`src/rtl/fp_mul_pipe.sv`:
```
// Pipelined floating-point multiplier: operand register, unpack/classify,
// significand product, then normalise/round/pack into the output register.
module fp_mul_pipe #(
    parameter int EXP_W = 8,
    parameter int MAN_W = 23
) (
    input  logic                 clk,
    input  logic                 reset,
    input  logic                 in_valid,
    output logic                 in_ready,
    input  logic [EXP_W+MAN_W:0] num1,
    input  logic [EXP_W+MAN_W:0] num2,
    output logic                 out_valid,
    input  logic                 out_ready,
    output logic [EXP_W+MAN_W:0] result,
    output logic [3:0]           flags
);
    localparam int W  = 1 + EXP_W + MAN_W;
    localparam int SW = MAN_W + 1;
    localparam int PW = 2 * SW;
    localparam int EW = EXP_W + 2;
    localparam logic signed [EW-1:0] BIAS  = EW'((1 << (EXP_W - 1)) - 1);
    localparam logic signed [EW-1:0] EMAX  = EW'((1 << EXP_W) - 1);
    localparam logic signed [EW-1:0] EZERO = '0;
    localparam logic [EXP_W-1:0] EXP_ONES = '1;
    localparam logic [W-1:0] QNAN = {1'b0, EXP_ONES, 1'b1, {(MAN_W-1){1'b0}}};

    // Round-to-nearest-even increment decision.
    function automatic logic rne_up(input logic lsb, input logic guard, input logic sticky);
        return guard & (sticky | lsb);
    endfunction

    // Range saturation of the normal path, returns {flags, word}.
    function automatic logic [W+3:0] pack_normal(
        input logic                  s,
        input logic signed [EW-1:0]  e_norm,
        input logic signed [EW-1:0]  e_rnd,
        input logic [MAN_W-1:0]      frac,
        input logic                  inexact
    );
        if (e_norm <= EZERO)
            return {4'b0011, s, {(W-1){1'b0}}};
        else if (e_rnd >= EMAX)
            return {4'b0101, s, EXP_ONES, {MAN_W{1'b0}}};
        else
            return {3'b000, inexact, s, e_rnd[EXP_W-1:0], frac};
    endfunction

    logic en;
    assign in_ready = !out_valid || out_ready;
    assign en       = in_ready;

    logic                 vld_p0, vld_p1, vld_p2;
    logic [W-1:0]         num1_p0, num2_p0;
    logic                 sign_p1, sign_p2;
    logic signed [EW-1:0] exp_p1, exp_p2;
    logic [SW-1:0]        siga_p1, sigb_p1;
    logic [PW-1:0]        prod_p2;
    logic                 spec_p1, spec_p2;
    logic [W-1:0]         spec_res_p1, spec_res_p2;
    logic [3:0]           spec_flg_p1, spec_flg_p2;

    // ---- stage 1: unpack and classify (from _p0) ----
    logic                 sa, sb;
    logic [EXP_W-1:0]     ea, eb;
    logic [MAN_W-1:0]     fa, fb;
    logic                 zero_a, zero_b, inf_a, inf_b, nan_a, nan_b, snan_a, snan_b, inv_mul;
    logic                 s1_spec;
    logic [W-1:0]         s1_res;
    logic [3:0]           s1_flg;
    logic signed [EW-1:0] s1_exp;

    assign sa = num1_p0[W-1];
    assign sb = num2_p0[W-1];
    assign ea = num1_p0[W-2 -: EXP_W];
    assign eb = num2_p0[W-2 -: EXP_W];
    assign fa = num1_p0[MAN_W-1:0];
    assign fb = num2_p0[MAN_W-1:0];

    assign zero_a  = (ea == '0);
    assign zero_b  = (eb == '0);
    assign inf_a   = (ea == EXP_ONES) && (fa == '0);
    assign inf_b   = (eb == EXP_ONES) && (fb == '0);
    assign nan_a   = (ea == EXP_ONES) && (fa != '0);
    assign nan_b   = (eb == EXP_ONES) && (fb != '0);
    assign snan_a  = nan_a && !fa[MAN_W-1];
    assign snan_b  = nan_b && !fb[MAN_W-1];
    assign inv_mul = (inf_a && zero_b) || (zero_a && inf_b);
    assign s1_exp  = $signed({2'b00, ea}) + $signed({2'b00, eb}) - BIAS;

    always_comb begin
        s1_spec = 1'b1;
        s1_res  = '0;
        s1_flg  = '0;
        if (nan_a || nan_b || inv_mul) begin
            s1_res = QNAN;
            s1_flg = {inv_mul || snan_a || snan_b, 3'b000};
        end else if (inf_a || inf_b) begin
            s1_res = {sa ^ sb, EXP_ONES, {MAN_W{1'b0}}};
        end else if (zero_a || zero_b) begin
            s1_res = {sa ^ sb, {(W-1){1'b0}}};
        end else begin
            s1_spec = 1'b0;
        end
    end

    // ---- stage 3: normalise, round, pack (from _p2) ----
    logic                 top, guard, sticky;
    logic [MAN_W-1:0]     frac_n;
    logic [MAN_W:0]       rnd;
    logic signed [EW-1:0] e_norm, e_rnd;
    logic [W+3:0]         norm_out;
    logic [W-1:0]         s3_res;
    logic [3:0]           s3_flg;

    assign top    = prod_p2[PW-1];
    assign frac_n = top ? prod_p2[PW-2 -: MAN_W] : prod_p2[PW-3 -: MAN_W];
    assign guard  = top ? prod_p2[MAN_W] : prod_p2[MAN_W-1];
    assign sticky = top ? |prod_p2[MAN_W-1:0] : |prod_p2[MAN_W-2:0];
    assign e_norm = exp_p2 + $signed({{(EW-1){1'b0}}, top});
    assign rnd    = {1'b0, frac_n} + {{MAN_W{1'b0}}, rne_up(frac_n[0], guard, sticky)};
    assign e_rnd  = e_norm + $signed({{(EW-1){1'b0}}, rnd[MAN_W]});
    assign norm_out = pack_normal(sign_p2, e_norm, e_rnd, rnd[MAN_W-1:0], guard | sticky);
    assign {s3_flg, s3_res} = spec_p2 ? {spec_flg_p2, spec_res_p2} : norm_out;

    always_ff @(posedge clk) begin
        if (reset) begin
            vld_p0    <= 1'b0;
            vld_p1    <= 1'b0;
            vld_p2    <= 1'b0;
            out_valid <= 1'b0;
            result    <= '0;
            flags     <= '0;
        end else if (en) begin
            vld_p0    <= in_valid;
            vld_p1    <= vld_p0;
            vld_p2    <= vld_p1;
            out_valid <= vld_p2;
            result    <= s3_res;
            flags     <= s3_flg;
        end
    end

    always_ff @(posedge clk) begin
        if (en) begin
            // ---- stage 0 -> 1 boundary ----
            num1_p0     <= num1;
            num2_p0     <= num2;
            // ---- stage 1 -> 2 boundary ----
            sign_p1     <= sa ^ sb;
            exp_p1      <= s1_exp;
            siga_p1     <= {1'b1, fa};
            sigb_p1     <= {1'b1, fb};
            spec_p1     <= s1_spec;
            spec_res_p1 <= s1_res;
            spec_flg_p1 <= s1_flg;
            // ---- stage 2 -> 3 boundary ----
            sign_p2     <= sign_p1;
            exp_p2      <= exp_p1;
            prod_p2     <= PW'(siga_p1) * PW'(sigb_p1);
            spec_p2     <= spec_p1;
            spec_res_p2 <= spec_res_p1;
            spec_flg_p2 <= spec_flg_p1;
        end
    end
endmodule

```
`config.mk`:
```
export PLATFORM = sky130hd
export DESIGN_NAME = fp_mul_pipe
export DESIGN_NICKNAME = d
export VERILOG_FILES = /design/src/rtl/fp_mul_pipe.sv
export SDC_FILE = /design/constraint.sdc
export NUM_CORES = 2
export LEC_CHECK = 0
export BUFFER_PORTS_ARGS = -buffer_cell sky130_fd_sc_hd__buf_2
export CAP_MARGIN = 20
export CORE_MARGIN = 3
export CORE_UTILIZATION = 65
export CTS_BUF_LIST = sky130_fd_sc_hd__clkbuf_8
export DETAILED_ROUTE_END_ITERATION = 16
export PLACE_DENSITY = 0.83
export SYNTH_ARGS = -nofsm -noshare
export SYNTH_HDL_FRONTEND = slang
export SYNTH_SLANG_ARGS = --single-unit
```
`constraint.sdc`:
```
create_clock -name clk -period 12.4 [get_ports clk]
set_input_delay 1.24 -clock clk [delete_from_list [all_inputs] [get_ports clk]]
set_output_delay 1.24 -clock clk [all_outputs]
set_load 0.01 [all_outputs]
```
==> results.tsv <==
metric	value	unit
final critical path time including I/O delays and setup	7.877	ns
share of synthesized area occupied by flip-flops and latches	23.16	%
total overflow reported by the global router	0	
most numerous cell types in the synthesized netlist	inv_1 (598), fa_1 (483), nand2_1 (343)	
DRC violation total after the first TritonRoute iteration	1852	
fraction of the mapped netlist area in compound gates	5.857	%
nets in the synthesized netlist	3568	
netlist area before placement	28090	µm²
xor/xnor share of the synthesized area	2.619	%
clk sink count	230	
post-synthesis sequential element count	230	
Core Rows	75	
layout cells sized above 1	6.938	%
Avg WL per Cell	19.97	µm
Layout Skew	0.05778	ns
antenna violations before repair	2	
count of unique library cells instantiated by Yosys	72	
Overall Global Routing Usage	31.51	%
library cell with the highest instance count after synthesis	inv_1	
CTS clock-pin slew for the worst setup and hold paths	0.06	ns
Total Neg Setup Slack	0	ns
layout net count	3614	
share of flip-flops with an asynchronous set or reset after synthesis	0	%
share of Yosys cell area claimed by the top area cell type	34.42	%
transition time at the pin with the least slew margin	1.210	ns
register-to-register setup slack	4.52	ns
hold_buf cts	0	
setup-violating endpoint count in the final report	0	
Die Outline Area	45750	µm²
count of port buffers added during placement	105	
clock tree root driver cell	clkbuf_8	
gp weighted congestion	0.9995	
CTS-repair resized insts	0	
maximum clock insertion buffer count	3	
final WL	69410	µm
maximum clock frequency	127.0	MHz
count of nets left with antenna violations after detail routing	0	
I/O pin count	106	
area growth from synthesis to final layout	6.133	%
run status	finished, final reports clean	
clock latency reported for the late side of the worst-skew pair	0.59	ns
count of H-tree levels built during CTS	2	
placeable core area	42320	µm²
maximum number of pins on one net before global-route repair	81	
vias in the first global route	21400	
number of vias after detailed routing	20030	
simple-gate share of the synthesized area	14.90	%
kind of start point of the critical path	flip-flop	
Arrival @ worst endpoint	8.17	ns
critical path peak fanout	20	
period utilisation layout	63.52	%
number of flops mapped to enable cells by yosys	190	
final-report max-slew violation count	0	
critical setup path kind	reg2reg	
final HPWL from detailed placement	53350	µm
TritonCTS clock tree	built	
mux cell area share after synthesis	0.5924	%
Post-Synth Adder-Cell Area	43.06	%
post-synthesis instance total	2823	
clock buffer count from CTS	39	
CP Capture Type	flip-flop	
cells taking the most area after synthesis	fa_1 (34%), edfxtp_1 (20%), ha_1 (8.6%)	
number of endpoints with negative hold slack in the final report	0	
max-cap violation count	0	
max_slew headroom	19.33	%
RSZ-0062 raised after global routing	no	
mean area per synthesized cell	9.951	µm²
prevailing post-synth register cell	edfxtp_1	
yosys synthesis warning count	0	
required time at the endpoint of the critical path	12.69	ns
remaining routing DRC violations	0	
height of the die	213.9	µm
first-pass iteration count of the detailed router	5	
die boundary width	213.9	µm
first-pass GRT wire length	110800	µm
cell type with the highest aggregate area in the netlist	fa_1	
buffer count from post-CTS setup fixing	0	
starting utilization of the core area	66.38	%
ratio of routed vias to standard cells	5.763	
main combinational cell family by area after synthesis	adder cells	
type of the most critical hold path	reg2reg	
## worst max-delay path, cell delays in order, from the launching register on
cell and delay [ns]:
edfxtp_1 1.01, inv_1 0.33, nor2_1 0.22, fa_1 0.47, fa_1 0.51, inv_1 0.06
fa_1 0.49, inv_1 0.06, fa_1 0.50, inv_1 0.06, fa_1 0.53, inv_1 0.05
fa_1 0.48, inv_1 0.05, fa_1 0.48, inv_1 0.05, ha_1 0.41, nand2_1 0.09
nor2_1 0.12, nand4_1 0.11, o211ai_1 0.33, a21oi_1 0.21, o31a_1 0.37, o41ai_1 0.46
xnor2_1 0.11
## final cells by class
class / count / area [µm²]
clock inverters: 30 / 193.9
fillers: 3013 / 12510
inverters: 603 / 2271
multi-input cells: 1866 / 18830
flip-flops and latches: 230 / 6506
clock buffers: 39 / 536.8
diodes: 2 / 5.005
repair buffers: 129 / 749.5
well taps: 577 / 721.9
## cells in the final DEF, fill, tap and decap left out, types with 6 or more instances in the layout
cell and instances:
mux2i_1 11, a22o_1 20, and2_1 249, fa_1 483, ha_1 194, inv_1 611, a21o_1 20, nor2_1 97
nor2b_1 11, o211ai_1 7, nand2_1 343, clkbuf_8 39, a211oi_1 16, dfxtp_1 40, nand3_1 27, o21a_1 6
clkinv_1 6, o21ai_0 41, buf_4 21, nor4_1 22, nand4_1 27, a21oi_1 73, buf_2 105, nor3_1 23
edfxtp_1 190, nand2b_1 8, xor2_1 34, o21bai_1 16, clkinv_2 8, xnor2_1 50
## per-stage QoR
stage / instance area [µm²] / cells / hold WS, ns / worst slack, ns / utilization [%]
after floorplan: 28090 / 2823 / 0.4003 / 4.272 / -
after global placement: 29010 / 3402 / 0.4047 / 4.914 / 68.55
after detailed placement: 29010 / 3402 / 0.4045 / 4.743 / 68.55
after CTS: 29740 / 3471 / 0.4139 / 4.668 / 70.28
after global routing: 29810 / 3474 / 0.4183 / 4.125 / 70.44
final: 29810 / 3476 / 0.4117 / 4.523 / 70.45
## flip-flops by register name, indices dropped and copies added (netlist names), 3 cells and up
register and cells:
flags 4, exp_p1 10, result 32, siga_p1 23, sigb_p1 23, num1_p0 32
spec_res_p2 3, prod_p2 48, exp_p2 10, spec_res_p1 3, num2_p0 32
## worst paths after layout
check,to,depth (start not counted),startpoint
hold / removal,exp_p2[4]$_DFFE_PP_,0,exp_p1[4]$_DFFE_PP_
setup / recovery,prod_p2[45]$_DFFE_PP_,24,siga_p1[8]$_DFFE_PP_
setup reg to reg,prod_p2[45]$_DFFE_PP_,24,siga_p1[8]$_DFFE_PP_
hold reg to reg,exp_p2[4]$_DFFE_PP_,0,exp_p1[4]$_DFFE_PP_
## metal layers
| layer | up-vias | track usage [%] | part of all wire [%] |
|---|---|---|---|
| li1 | 8857 | - | - |
| met1 | 9816 | 41.59 | 39 |
| met2 | 1149 | 49.71 | 45 |
| met3 | 209 | 10.58 | 12 |
| met4 | 0 | 10.64 | 3.6 |
| met5 | - | 0 | 0 |
## cells by family (layout without fill, tap and decap cells)
kind of cell	Yosys count	count (layout)
other cells	0	2
flops	230	230
mux	16	16
simple gates	842	842
xor+xnor	84	84
buf+inv	727	801
fa+ha+maj	677	677
compound gates	247	247
Power is not shown: default switching activity piles up to over one toggle a cycle in this logic, so the estimate is an artifact.
